### src/rtl/regfile_read_port_if.sv
// -----------------------------------------------------------------------------
// regfile_read_port_if
// Bundles the request/response handshake of the register-file read port with
// the signals that run between the port and the register array.
//
//   rd_req    requester -> port   read request, qualified by rd_ready
//   rd_id     requester -> port   register index, sampled on acceptance
//   rd_ready  port -> requester   port can accept a request this cycle
//   rden      port -> array       one-hot row read enables
//   bitline   array -> port       shared read bitline
//   wr_en     array -> port       array write strobe in the same cycle
//   wr_id     array -> port       register index being written
//   wr_data   array -> port       data being written
//   rd_valid  port -> requester   one-cycle pulse, rd_data is new
//   rd_data   port -> requester   captured read result, held until next capture
//   rd_bypass port -> requester   result came from write forwarding
//
// modport slave  : the read port itself.
// modport master : its environment (requester plus register array).
// -----------------------------------------------------------------------------
interface regfile_read_port_if;
  logic        rd_req;
  logic [3:0]  rd_id;
  logic        rd_ready;
  logic [15:0] rden;
  logic [15:0] bitline;
  logic        wr_en;
  logic [3:0]  wr_id;
  logic [15:0] wr_data;
  logic        rd_valid;
  logic [15:0] rd_data;
  logic        rd_bypass;

  modport master (
    output rd_req, rd_id, bitline, wr_en, wr_id, wr_data,
    input  rd_ready, rden, rd_valid, rd_data, rd_bypass
  );

  modport slave (
    input  rd_req, rd_id, bitline, wr_en, wr_id, wr_data,
    output rd_ready, rden, rd_valid, rd_data, rd_bypass
  );
endinterface

### src/rtl/regfile_read_port.sv
// -----------------------------------------------------------------------------
// regfile_read_port
// Single read port in front of a 16 x 16-bit register array that drives a
// shared bitline. A read walks IDLE -> DRIVE -> DONE: the index is latched on
// acceptance, the matching row enable is driven for one cycle, and the bitline
// (or a same-cycle write to that register) is captured into rd_data.
// Latency is fixed: accept in N, rden in N+1, rd_valid/rd_data in N+2. A new
// request may be accepted in DONE, giving one read every two cycles.
//
//   clk  rising-edge clock
//   rst  synchronous, active-low reset
//   bus  regfile_read_port_if.slave (see the interface for signal roles)
//
// Parameter ZERO_R0: when 1, register 0 reads as 16'h0000 and row 0 is never
// enabled.
// -----------------------------------------------------------------------------
module regfile_read_port #(
  parameter bit ZERO_R0 = 1'b1
) (
  input  logic                 clk,
  input  logic                 rst,
  regfile_read_port_if.slave   bus
);

  typedef enum logic [1:0] {
    IDLE  = 2'd0,
    DRIVE = 2'd1,
    DONE  = 2'd2
  } state_t;

  state_t      state_q;
  state_t      state_d;
  logic [3:0]  id_q;
  logic [15:0] data_q;
  logic        bypass_q;

  logic        ready;
  logic        accept;
  logic        r0_read;
  logic        fwd_hit;
  logic [15:0] rden_c;
  logic [15:0] capture_data;
  logic        capture_bypass;

  // Ready depends only on the state register, so acceptance never loops back
  // through the next-state logic.
  assign ready   = (state_q != DRIVE);
  assign accept  = bus.rd_req && ready;
  assign r0_read = ZERO_R0 && (id_q == 4'd0);

  // A write to the register being read lands in the array at the same edge the
  // bitline is captured, so the bitline still shows the old value: forward it.
  // A write in the acceptance cycle is already in the array by DRIVE, which is
  // why only the DRIVE-cycle write is compared here.
  assign fwd_hit = bus.wr_en && (bus.wr_id == id_q);

  always_comb begin
    if (r0_read) begin
      capture_data   = 16'h0000;
      capture_bypass = 1'b0;
    end else if (fwd_hit) begin
      capture_data   = bus.wr_data;
      capture_bypass = 1'b1;
    end else begin
      capture_data   = bus.bitline;
      capture_bypass = 1'b0;
    end
  end

  // NOTE: every signal written in always_comb gets a default first; a path that
  // leaves one unassigned would infer a latch.
  always_comb begin
    state_d = state_q;
    rden_c  = 16'h0000;
    case (state_q)
      IDLE: begin
        if (accept) state_d = DRIVE;
      end
      DRIVE: begin
        if (!r0_read) rden_c = 16'(1) << id_q;
        state_d = DONE;
      end
      DONE: begin
        state_d = accept ? DRIVE : IDLE;
      end
      default: begin
        state_d = IDLE;
      end
    endcase
  end

  // NOTE: sequential state uses non-blocking assignments so every register
  // samples pre-edge values regardless of statement order.
  always_ff @(posedge clk) begin
    if (!rst) begin
      state_q  <= IDLE;
      id_q     <= 4'd0;
      data_q   <= 16'h0000;
      bypass_q <= 1'b0;
    end else begin
      state_q <= state_d;
      if (accept) id_q <= bus.rd_id;
      if (state_q == DRIVE) begin
        data_q   <= capture_data;
        bypass_q <= capture_bypass;
      end
    end
  end

  assign bus.rd_ready  = ready;
  assign bus.rden      = rden_c;
  assign bus.rd_valid  = (state_q == DONE);
  assign bus.rd_data   = data_q;
  // bypass_q is only refreshed on entry to DONE; mask it everywhere else.
  assign bus.rd_bypass = bypass_q && (state_q == DONE);

endmodule

### src/flat_wrapper.sv
// flat-port wrapper written by rule: the top's interface ports become plain ports
module regfile_read_port_flat 
#(
  parameter bit ZERO_R0 = 1'b1
)
  (clk, rst, bus_rd_req, bus_rd_id, bus_bitline, bus_wr_en, bus_wr_id, bus_wr_data, bus_rd_ready, bus_rden, bus_rd_valid, bus_rd_data, bus_rd_bypass);
  regfile_read_port_if bus_i ();
  input  logic clk;
  input  logic rst;
  input wire logic [$bits(bus_i.rd_req)-1:0] bus_rd_req;
  input wire logic [$bits(bus_i.rd_id)-1:0] bus_rd_id;
  input wire logic [$bits(bus_i.bitline)-1:0] bus_bitline;
  input wire logic [$bits(bus_i.wr_en)-1:0] bus_wr_en;
  input wire logic [$bits(bus_i.wr_id)-1:0] bus_wr_id;
  input wire logic [$bits(bus_i.wr_data)-1:0] bus_wr_data;
  output wire logic [$bits(bus_i.rd_ready)-1:0] bus_rd_ready;
  output wire logic [$bits(bus_i.rden)-1:0] bus_rden;
  output wire logic [$bits(bus_i.rd_valid)-1:0] bus_rd_valid;
  output wire logic [$bits(bus_i.rd_data)-1:0] bus_rd_data;
  output wire logic [$bits(bus_i.rd_bypass)-1:0] bus_rd_bypass;
  assign bus_i.rd_req = bus_rd_req;
  assign bus_i.rd_id = bus_rd_id;
  assign bus_i.bitline = bus_bitline;
  assign bus_i.wr_en = bus_wr_en;
  assign bus_i.wr_id = bus_wr_id;
  assign bus_i.wr_data = bus_wr_data;
  assign bus_rd_ready = bus_i.rd_ready;
  assign bus_rden = bus_i.rden;
  assign bus_rd_valid = bus_i.rd_valid;
  assign bus_rd_data = bus_i.rd_data;
  assign bus_rd_bypass = bus_i.rd_bypass;
  regfile_read_port #(.ZERO_R0(ZERO_R0)) u_core (.clk(clk), .rst(rst), .bus(bus_i));
endmodule
### config.mk
export PLATFORM = sky130hd
export DESIGN_NAME = regfile_read_port_flat
export DESIGN_NICKNAME = d
export VERILOG_FILES = /design/src/rtl/regfile_read_port_if.sv /design/src/rtl/regfile_read_port.sv /design/src/flat_wrapper.sv
export SDC_FILE = /design/constraint.sdc
export NUM_CORES = 1
export LEC_CHECK = 0
export CORE_MARGIN = 1.5
export CORE_UTILIZATION = 30
export CTS_BUF_LIST = sky130_fd_sc_hd__clkbuf_8
export DETAILED_ROUTE_END_ITERATION = 6
export HOLD_SLACK_MARGIN = 0.08
export PLACE_DENSITY_LB_ADDON = 0.2
export SYNTH_ARGS = -nofsm -noshare
export SYNTH_HDL_FRONTEND = slang
export SYNTH_SLANG_ARGS = --single-unit
export TNS_END_PERCENT = 20
### constraint.sdc
create_clock -name clk -period 2.3 [get_ports clk]
set_input_delay 0.46 -clock clk [delete_from_list [all_inputs] [get_ports clk]]
set_output_delay 0.46 -clock clk [all_outputs]
set_load 0.01 [all_outputs]
After elaboration in Yosys (flattened, before gate mapping)
Index checks and enable logic that the tools add are counted.
- bits in registers: 23
- latch bits: 0
- bits in writable memories: 0
- bits in read-only memories: 0
- input port bits: 44
- output and inout port bits: 35
- logic and storage cells: 24
- memories: 0
- $add $sub $neg: 0
- multipliers: 0
- divide/modulo/power cells: 0
- order comparisons: 0
- equal/unequal tests: 5
- shift-type cells: 1
- multiplexer cells: 9
- bitwise logic cells: 0
- reductions and logical operators: 5
- operators with widths (kind ; number):
    $mux 16 ; 4
    $shl 1x4->16 const A ; 1
    $pmux 2 s3 ; 1
    $eq 4x4->1 ; 1
    $logic_not 4->1 ; 1
    $ne 2x1->1 const B ; 2
    $logic_and 1x1->1 ; 3
    $mux 1 ; 3
    $eq 2x1->1 const B ; 1
    $eq 2x2->1 const B ; 1
    $logic_not 2->1 ; 1
    $mux 2 ; 1

Longest topological paths before layout
Gate-level depths: netlist of the first run.
- depth after elaboration: 4
- gate-level depth with buffers: 8
- depth with buffers taken out: 4

Worst setup path before layout of the first run
Ideal clock, no wire load.
- path kind: flip-flop to output port
- start point: register u_core.state_q[1]
- end point: output port bus_rden[8]
- arrival time: 1.186 ns
- required time: 1.840 ns
- path slack: 0.654 ns
- stages on the path, launching flop included: 6
- buffers on the path: 1
- cell sequence: dfxtp_1 nand2b_1 buf_1 nor2_1 nand2_1 nor3_1
- longest elaborated chain between the ends: 2
- RTL lines (item ; RTL line ; source):
    from (decl) ; regfile_read_port.sv:31 ; state_t state_q;
    from (signal assigned) ; regfile_read_port.sv:101 ; state_q <= state_d;
    $eq 2x1->1 ; regfile_read_port.sv:75 ; case (state_q)
    $mux 16 ; regfile_read_port.sv:75 ;
    to (decl) ; flat_wrapper.sv:17 ; output wire logic [$bits(bus_i.rden)-1:0] bus_rden;
No other way between the ends.

Final worst setup path of the first run
- start point: register u_core.state_q[1]
- end point: output port bus_rden[10]
Same word-level chain as after synthesis.

==> results of run 1 <==
[synth_stat cells, drive strengths merged]
master / number / area [µm²]
clkbuf: 6 / 22.5
nor3: 4 / 31.3
nor2b: 2 / 12.5
dfxtp: 23 / 460
buf: 10 / 76.3
nor4: 4 / 25.0
nand3: 4 / 20.0
nor2: 14 / 52.6
nand2b: 3 / 18.8
nand4b: 1 / 8.76
xnor2: 1 / 8.76
a32oi: 1 / 8.76
nand3b: 1 / 7.51
o211ai: 16 / 170
and2: 4 / 25.0
inv: 1 / 3.75
xor2: 3 / 26.3
a21boi: 4 / 30.0
nand4: 16 / 100
conb: 1 / 3.75
nand2: 41 / 154
[final timing paths]
kind	start	end	slack (ns)	cells after the start
worst max-delay path	u_core.state_q[1]$_SDFFE_PN0P_	bus_rden[10]	0.13	5
worst min-delay path	u_core.state_q[0]$_SDFFE_PN0P_	u_core.state_q[0]$_SDFFE_PN0P_	0.46	1
worst max register to register	u_core.id_q[2]$_SDFFE_PN0P_	u_core.bus.rd_data[4]$_SDFFE_PN0P_	0.65	6
worst min register to register	u_core.state_q[0]$_SDFFE_PN0P_	u_core.state_q[0]$_SDFFE_PN0P_	0.46	1
[power groups by stage]
| stage | sequential, W | combinational (W) | clock (W) |
|---|---|---|---|
| finish | 0.000430 | 0.000203 | 0.000246 |
| global route | 0.000433 | 0.000219 | 0.000273 |
| CTS | 0.000429 | 0.000204 | 0.000257 |
| detailed placement | 0.000439 | 0.000203 | 0 |
| global placement | 0.000439 | 0.000204 | 0 |
| floorplan | 0.000435 | 0.0000857 | 0 |
[metrics by stage]
step / instances / worst slack (ns) / hold WS [ns] / power [W] / utilization [%]
floorplan: 160 / 0.654 / 0.438 / 0.000520 / -
global placement: 279 / 0.303 / 0.448 / 0.000642 / 51.5
detailed placement: 279 / 0.288 / 0.450 / 0.000642 / 51.5
CTS: 283 / 0.0604 / 0.469 / 0.000891 / 52.7
global route: 283 / 0.0111 / 0.476 / 0.000924 / 52.9
finish: 283 / 0.130 / 0.457 / 0.000879 / 52.9
[registers in the layout, summed over array words and instances (netlist names)]
name                flops
u_core.bypass_q         1
u_core.bus.rd_data     16
u_core.state_q          2
u_core.id_q             4
[area by class of cell]
cell class	instances	area share, %
Clock inverter	1	0.235
Multi-Input combinational cell	120	33.1
Sequential cell	23	21.8
Clock buffer	3	1.94
Timing Repair Buffer	85	39.8
Tap cell	50	2.94
Inverter	1	0.176
[worst register-to-register path, delay by kind of cell (launching register included)]
family | cells | cell delay [ns]
AOI/OAI and AO/OA | 1 | 0.14
and+or+nand+nor | 2 | 0.44
xor gates and xnor gates | 1 | 0.11
DFF | 1 | 0.43
buffers and inverters | 2 | 0.42
[routing by layer]
| layer | GRT usage, % | vias up | share of wire (%) |
|---|---|---|---|
| met5 | 0 | - | 0 |
| met4 | 2.25 | 0 | 0.46 |
| met3 | 3.13 | 2 | 6.7 |
| met2 | 25.0 | 46 | 47 |
| met1 | 21.7 | 617 | 46 |
| li1 | - | 701 | - |
[cells by family (layout without fill, tap and decap cells)]
family                    count (synthesis)  in the layout  share of synthesized area (%)
xor gates and xnor gates                  4              4                           2.77
AOI/OAI and AO/OA                        21             21                           16.5
buffers and inverters                    17             90                           8.10
and+or+nand+nor                          94             94                           36.0
DFF                                      23             23                           36.4
other                                     1              1                          0.296
==> impl_metrics.json, run 1 <==
{
  "cts_max_level": 1,
  "clk_pin_slew_worst_paths_ns": 0.08,
  "row_count": 23,
  "cp.arrival_ns": 1.71,
  "layout-drive-gt1-share_pct": 11.6,
  "path_cells": "nand2b_1, nor2_1, nand2_1, nor2_1, clkdlybuf4s50_1",
  "synth-seq-cells": 23,
  "clockPowerShare_pct": 28.0,
  "n_fill_cell": 391,
  "final_nets": 278,
  "outcome": "completed",
  "die_x_um": 68.0,
  "hold_path_class": "reg2reg",
  "ys_seq_area_share_pct": 36.4,
  "routabilityCongestion": 0.793,
  "p_int_w": 0.000654,
  "core_area_um2": 4030,
  "grt_max_degree": 33,
  "hold_viol": 0,
  "power.leakage_nw": 0.818,
  "ctsResizeCount": 0,
  "portBuffers": 77,
  "p_seq_share_pct": 48.9,
  "antenna_found_initial": 0,
  "clock_sinks": 23,
  "die_y_um": 68.0,
  "cts_tree": "built",
  "slowest_delay_ns": 0.55,
  "skew_ns": 0.00549,
  "rsz0062_at_grt": "false",
  "crit_buf_inv": 1,
  "grt_use_total_pct": 15.5,
  "cts-root-buf": "clkbuf_8",
  "placed_cell_area_um2": 2080,
  "drtIter0Drc": 100,
  "design_area_um2": 2130,
  "cp_slowest_cell": "clkdlybuf4s50_1",
  "cts_setup_buffers": 0,
  "syn2layout_area_growth_pct": 68.3,
  "crit_family": "simple AND/OR/NAND/NOR gates",
  "grt_pass1_vias": 1223,
  "crit_type": "reg2out",
  "routed_wl_um": 3660,
  "n_antenna_cell": 0,
  "comb_power_share_pct": 23.0,
  "finalSetupTns_ns": 0,
  "insertion_delay_ns": 0.26,
  "p_sw_share_pct": 25.6,
  "initial_utilization_pct": 31.4,
  "start_kind": "register",
  "dpl.hpwl_um": 2760,
  "mappedNetlistNets": 204,
  "pin_count": 79,
  "drtAntennaViolNets": 0,
  "fin_crit_ns": 2.17,
  "layout_commonest_cell": "clkdlybuf4s50_1",
  "cts_made_buffers": 3,
  "ir_worst_vdd_uv": 395,
  "synth_area_per_cell_um2": 7.91,
  "p_switching_w": 0.000225,
  "synth_warnings": 0,
  "slew_viol_final": 0,
  "period_share_pct": 94.3,
  "cap_violations": 0,
  "cts_hold_buf": 0,
  "die_area_um2": 4620,
  "synthCells": 160,
  "critPathCaptureType": "output port",
  "clockBufferDepth": 2,
  "synth_cell_types": 27,
  "regArea_um2": 464,
  "path_max_fanout": 6,
  "wl_per_cell_um": 12.9,
  "setup_violations": 0,
  "syn_area_um2": 1270,
  "grt_pass1_wl_um": 5650,
  "drc_errors": 0,
  "crit_required_ns": 1.84,
  "firstDrtPassIters": 4,
  "vias": 1366,
  "layout_common_cells": "75 x clkdlybuf4s50_1, 41 x nand2_1, 20 x dfxtp_1",
  "via_per_inst": 4.83,
  "max_freq_ghz": 0.461,
  "multi_input_area_um2": 706,
  "crit_top_cell": "nor2_1",
  "grt_overflow_total": 0,
  "power_density_nw_per_um2": 413
}
No activity file was read; power rests on OpenSTA's default activity.
==> inputs of run 2 (changes only) <==
--- a/config.mk
+++ b/config.mk
@@ -8,9 +8,11 @@
 export CORE_MARGIN = 1.5
 export CORE_UTILIZATION = 30
 export CTS_BUF_LIST = sky130_fd_sc_hd__clkbuf_8
+export CTS_CLUSTER_SIZE = 12
 export DETAILED_ROUTE_END_ITERATION = 6
 export HOLD_SLACK_MARGIN = 0.08
 export PLACE_DENSITY_LB_ADDON = 0.2
+export REMOVE_ABC_BUFFERS = 1
 export SYNTH_ARGS = -nofsm -noshare
 export SYNTH_HDL_FRONTEND = slang
 export SYNTH_SLANG_ARGS = --single-unit
==> constraint.sdc (replaced) <==
create_clock -name clk -period 2.3 [get_ports clk]
set_input_delay 0.23 -clock clk [delete_from_list [all_inputs] [get_ports clk]]
set_output_delay 0.23 -clock clk [all_outputs]
set_load 0.01 [all_outputs]
==> run 2 against run 1 <==
  * Sequential cell count unchanged
  * Clock skew is 0.0039 ns higher
  * Highest routed layer unchanged
  * Routed wire length up 4.7%
  * Via count is 0.95% lower
  * Worst hold slack improved by 0.0093 ns
  * Final area decreased by 1.7%
==> impl_metrics.json, run 2 (synthesized netlist as in run 1, its figures left out) <==
{
  "cap_violations": 0,
  "die_y_um": 68.0,
  "slew_viol_final": 0,
  "period_share_pct": 87.8,
  "die_area_um2": 4620,
  "portBuffers": 77,
  "slowest_delay_ns": 0.59,
  "max_freq_ghz": 0.495,
  "fin_ws_ns": 0.281,
  "crit_type": "reg2out",
  "layout_commonest_cell": "clkdlybuf4s50_1",
  "finalSetupTns_ns": 0,
  "grt_max_degree": 31,
  "critPathCaptureType": "output port",
  "rsz0062_at_grt": "false",
  "r2r-end": "u_core.bus.rd_data[8]$_SDFFE_PN0P_",
  "grt_pass1_wl_um": 5890,
  "syn2layout_area_growth_pct": 65.4,
  "hold_viol": 0,
  "path_cells": "nand2_1, nor4_1, clkdlybuf4s50_1",
  "cts_hold_buf": 0,
  "p_seq_share_pct": 48.9,
  "largest_reg_flops": 16,
  "routabilityCongestion": 0.738,
  "pin_count": 79,
  "n_antenna_cell": 0,
  "r2r-start": "u_core.id_q[1]$_SDFFE_PN0P_",
  "drtAntennaViolNets": 0,
  "p_switching_w": 0.000232,
  "cts_tree": "built",
  "grt_overflow_total": 0,
  "final_nets": 276,
  "firstDrtPassIters": 6,
  "ir_worst_vdd_uv": 382,
  "rr_worst_depth": 5,
  "power_density_nw_per_um2": 421,
  "layout-drive-gt1-share_pct": 9.52,
  "fin_crit_ns": 2.02,
  "die_x_um": 68.0,
  "hold_path_class": "reg2reg",
  "initial_utilization_pct": 31.4,
  "grt_use_total_pct": 16.7,
  "cts_made_buffers": 3,
  "clockPowerShare_pct": 28.6,
  "dp_slack_ns": 0.534,
  "layout_common_cells": "77 x clkdlybuf4s50_1, 41 x nand2_1, 23 x dfxtp_1",
  "wl_per_cell_um": 13.6,
  "cts-root-buf": "clkbuf_8",
  "outcome": "completed",
  "grt_pass1_vias": 1166,
  "skew_ns": 0.00934,
  "ctsResizeCount": 0,
  "core_area_um2": 4030,
  "comb_power_share_pct": 22.5,
  "power.leakage_nw": 0.767,
  "cp_slowest_cell": "clkdlybuf4s50_1",
  "antenna_found_initial": 0,
  "clk_pin_slew_worst_paths_ns": 0.09,
  "via_per_inst": 4.81,
  "crit_required_ns": 2.07,
  "drc_errors": 0,
  "start_kind": "register",
  "dpl.hpwl_um": 2780,
  "ff2ff_setup_slack_ns": 0.67,
  "cts_max_level": 1,
  "cp.arrival_ns": 1.79,
  "routed_wl_um": 3840,
  "setup_violations": 0,
  "p_int_w": 0.000650,
  "power_w": 0.000882,
  "row_count": 23,
  "cts_setup_buffers": 0,
  "p_sw_share_pct": 26.3,
  "path_max_fanout": 9,
  "whs_ns": 0.467,
  "vias": 1353,
  "insertion_delay_ns": 0.27,
  "clock_sinks": 23,
  "cp-endpoint": "bus_rden[6]",
  "crit_start": "u_core.id_q[1]$_SDFFE_PN0P_",
  "drtIter0Drc": 108,
  "clockBufferDepth": 2
}
## run 2: cell types whose count changed in the layout (fill, tap and decap cells not counted), sizes merged
cell	delta
buf	-2
clkdlybuf4s50	+2
dlymetal6s2s	-2
## run 2: worst min path at each step
stage                                                   start                                   to  slack [ns]  cells past startpoint
after floorplan                                    bus_rd_req       u_core.state_q[0]$_SDFFE_PN0P_        0.34                      2
after global placement    u_core.bus.rd_data[10]$_SDFFE_PN0P_  u_core.bus.rd_data[10]$_SDFFE_PN0P_        0.45                      2
after detailed placement   u_core.bus.rd_data[8]$_SDFFE_PN0P_   u_core.bus.rd_data[8]$_SDFFE_PN0P_        0.45                      2
after CTS                  u_core.bus.rd_data[8]$_SDFFE_PN0P_   u_core.bus.rd_data[8]$_SDFFE_PN0P_        0.47                      2
after global routing       u_core.bus.rd_data[8]$_SDFFE_PN0P_   u_core.bus.rd_data[8]$_SDFFE_PN0P_        0.49                      2
final                      u_core.bus.rd_data[8]$_SDFFE_PN0P_   u_core.bus.rd_data[8]$_SDFFE_PN0P_        0.47                      2
## run 2: final cells by class
type,instances,area [µm²]
Inverter,1,3.75
Tap cell,50,62.6
Clock buffer,3,41.3
Fill cell,424,1930
Timing Repair Buffer,83,816
Clock inverter,1,5.00
Sequential cell,23,460
Multi-Input combinational cell,120,706
## run 2: power by group through the flow
| stage | logic (W) | registers [W] | clock network, W |
|---|---|---|---|
| final | 0.000198 | 0.000432 | 0.000252 |
| after global routing | 0.000216 | 0.000434 | 0.000277 |
| after CTS | 0.000200 | 0.000431 | 0.000258 |
| after detailed placement | 0.000198 | 0.000441 | 0 |
| after global placement | 0.000199 | 0.000441 | 0 |
| after floorplan | 0.0000640 | 0.000441 | 0 |
## run 2: worst max-delay path: cells and delay by family, from the launching register on
kind                   cells  cell delay, ns
DFF                        1            0.54
buffers and inverters      1            0.59
and+or+nand+nor            2            0.39
## run 2: routing by layer
metal  global-route usage, %  vias to the layer above  part of all wire, %
met5                       0                        -                    0
met4                    2.25                        0                 0.26
met1                    23.8                      614                   47
li1                        -                      699                    -
met3                    4.77                        2                  6.6
met2                    25.5                       38                   46
## run 2: per-stage QoR
stage                     instance area (µm²)  cells  utilization [%]
after CTS                                2090    281             52.0
final                                    2090    281             52.0
after global placement                   2050    277             50.8
after floorplan                          1170    144                -
after global routing                     2090    281             52.0
after detailed placement                 2050    277             50.8
==> inputs of run 3 (changes only) <==
--- a/config.mk
+++ b/config.mk
@@ -6,8 +6,8 @@
 export NUM_CORES = 1
 export LEC_CHECK = 0
 export CORE_MARGIN = 1.5
-export CORE_UTILIZATION = 30
-export CTS_BUF_LIST = sky130_fd_sc_hd__clkbuf_8
+export CORE_UTILIZATION = 25
+export CTS_BUF_LIST = sky130_fd_sc_hd__clkbuf_4
 export CTS_CLUSTER_SIZE = 12
 export DETAILED_ROUTE_END_ITERATION = 6
 export HOLD_SLACK_MARGIN = 0.08
==> run 3 against run 2 <==
  * Worst hold slack improved by 0.0050 ns
  * Highest routed layer unchanged
  * Clock power fell by 24%
  * Register-to-register slack worse by 0.04 ns
  * Via count grew 2.3%
  * Setup slack worse by 0.10 ns
  * Die area up 19%
  * Sequential share of layout area about the same
  * Final cell count grew 5.7%
  * Final area fell by 0.12%
  * Global-route usage is 3.1 points lower
  * Total power fell by 6.9%
==> impl_metrics.json, run 3 (synthesized netlist as in run 1, its figures left out) <==
{
  "antenna_found_initial": 0,
  "design_area_um2": 2090,
  "portBuffers": 77,
  "n_antenna_cell": 0,
  "clk_pin_slew_worst_paths_ns": 0.15,
  "p_seq_share_pct": 52.6,
  "hold_path_class": "in2reg",
  "r2r-start": "u_core.id_q[2]$_SDFFE_PN0P_",
  "cp_slowest_cell": "clkdlybuf4s50_1",
  "comb_power_share_pct": 24.1,
  "power.leakage_nw": 0.755,
  "crit_start": "u_core.state_q[1]$_SDFFE_PN0P_",
  "layout-drive-gt1-share_pct": 9.57,
  "final_nets": 275,
  "cap_violations": 0,
  "firstDrtPassIters": 4,
  "path_cells": "nand2b_2, nor2_1, nand2_1, nor3_1, clkdlybuf4s50_1",
  "grt_use_total_pct": 13.6,
  "period_share_pct": 92.3,
  "start_kind": "register",
  "grt_pass1_vias": 1274,
  "cts_tree": "built",
  "finalCoreUtilization_pct": 43.7,
  "cts_hold_buf": 0,
  "cts-root-buf": "clkbuf_4",
  "row_count": 25,
  "dp_slack_ns": 0.385,
  "insertion_delay_ns": 0.32,
  "wl_per_cell_um": 12.9,
  "die_x_um": 74.2,
  "core_area_um2": 4790,
  "hold_viol": 0,
  "crit_type": "reg2out",
  "layout_commonest_cell": "clkdlybuf4s50_1",
  "ir_worst_vdd_uv": 251,
  "p_int_w": 0.000594,
  "max_freq_ghz": 0.471,
  "outcome": "completed",
  "pin_count": 79,
  "initial_utilization_pct": 26.5,
  "placed_cell_area_um2": 2060,
  "clockPowerShare_pct": 23.4,
  "drtIter0Drc": 90,
  "critPathCaptureType": "output port",
  "layout_common_cells": "77 x clkdlybuf4s50_1, 41 x nand2_1, 23 x dfxtp_1",
  "die_area_um2": 5500,
  "clockBufferDepth": 2,
  "via_per_inst": 4.66,
  "drc_errors": 0,
  "drtAntennaViolNets": 0,
  "cts_max_level": 1,
  "whs_ns": 0.472,
  "grt_max_degree": 33,
  "grt_pass1_wl_um": 5910,
  "cts_made_buffers": 3,
  "clock_sinks": 23,
  "largest_reg_flops": 16,
  "slew_viol_final": 0,
  "grt_overflow_total": 0,
  "skew_ns": 0.0225,
  "fin_crit_ns": 2.12,
  "p_sw_share_pct": 27.7,
  "syn2layout_area_growth_pct": 65.2,
  "routabilityCongestion": 0.692,
  "fin_ws_ns": 0.177,
  "rsz0062_at_grt": "false",
  "path_max_fanout": 14,
  "dpl.hpwl_um": 2860,
  "routed_wl_um": 3830,
  "finalSetupTns_ns": 0,
  "power_density_nw_per_um2": 393,
  "cp.arrival_ns": 1.89,
  "setup_violations": 0,
  "p_switching_w": 0.000228,
  "vias": 1384,
  "crit_required_ns": 2.07,
  "die_y_um": 74.2,
  "slowest_delay_ns": 0.56,
  "min_from": "bus_bitline[1]"
}
## run 3: critical path, delay by kind of cell, from the launching register on
family / cells / cell delay, ns
buffers and inverters: 1 / 0.56
AND/OR/NAND/NOR: 4 / 0.70
flip-flops: 1 / 0.34
## run 3: area by class of cell
class	instances	area, µm²
inverter	1	3.75
sequential	23	460
fill	489	2690
timing repair buffer	82	808
tap	67	83.8
clock buffer	3	22.5
multi-input combinational	120	708
clock inverter	1	5.00
## run 3: what timing repair did
action                     in CTS  in global routing
setup endpoints to repair       0                 10
hold endpoints to repair        0                  0
gates resized for setup         0                  1
buffers inserted                0                  0
## run 3: power by group through the flow
stage | Combinational (W) | Sequential (W) | Clock, W
2_1_floorplan | 0.0000640 | 0.000441 | 0
3_3_place_gp | 0.000199 | 0.000440 | 0
3_5_place_dp | 0.000198 | 0.000441 | 0
4_1_cts | 0.000199 | 0.000432 | 0.000203
5_1_grt | 0.000214 | 0.000435 | 0.000215
6_report | 0.000198 | 0.000432 | 0.000192
## run 3: worst paths after layout
| check | slack (ns) | to | depth (start not counted) |
|---|---|---|---|
| setup / recovery | 0.18 | bus_rden[1] | 5 |
| hold / removal | 0.47 | u_core.bus.rd_data[1]$_SDFFE_PN0P_ | 3 |
| setup reg to reg | 0.63 | u_core.bus.rd_data[2]$_SDFFE_PN0P_ | 5 |
| hold reg to reg | 0.47 | u_core.bus.rd_data[15]$_SDFFE_PN0P_ | 2 |
## run 3: stage by stage
stage                     total power, W  cells
after floorplan                 0.000505    144
after global placement          0.000640    293
after CTS                       0.000834    297
after detailed placement        0.000639    293
final                           0.000821    297
after global routing            0.000864    297
## run 3: routing by layer
metal	global-route usage (%)	routed length (µm)	vias to the layer above	share of wire, %
li1	-	-	696	-
met4	2.47	22	0	0.57
met3	3.93	350	2	9.1
met2	21.6	1740	55	45
met1	18.6	1720	631	45
met5	0	0	-	0
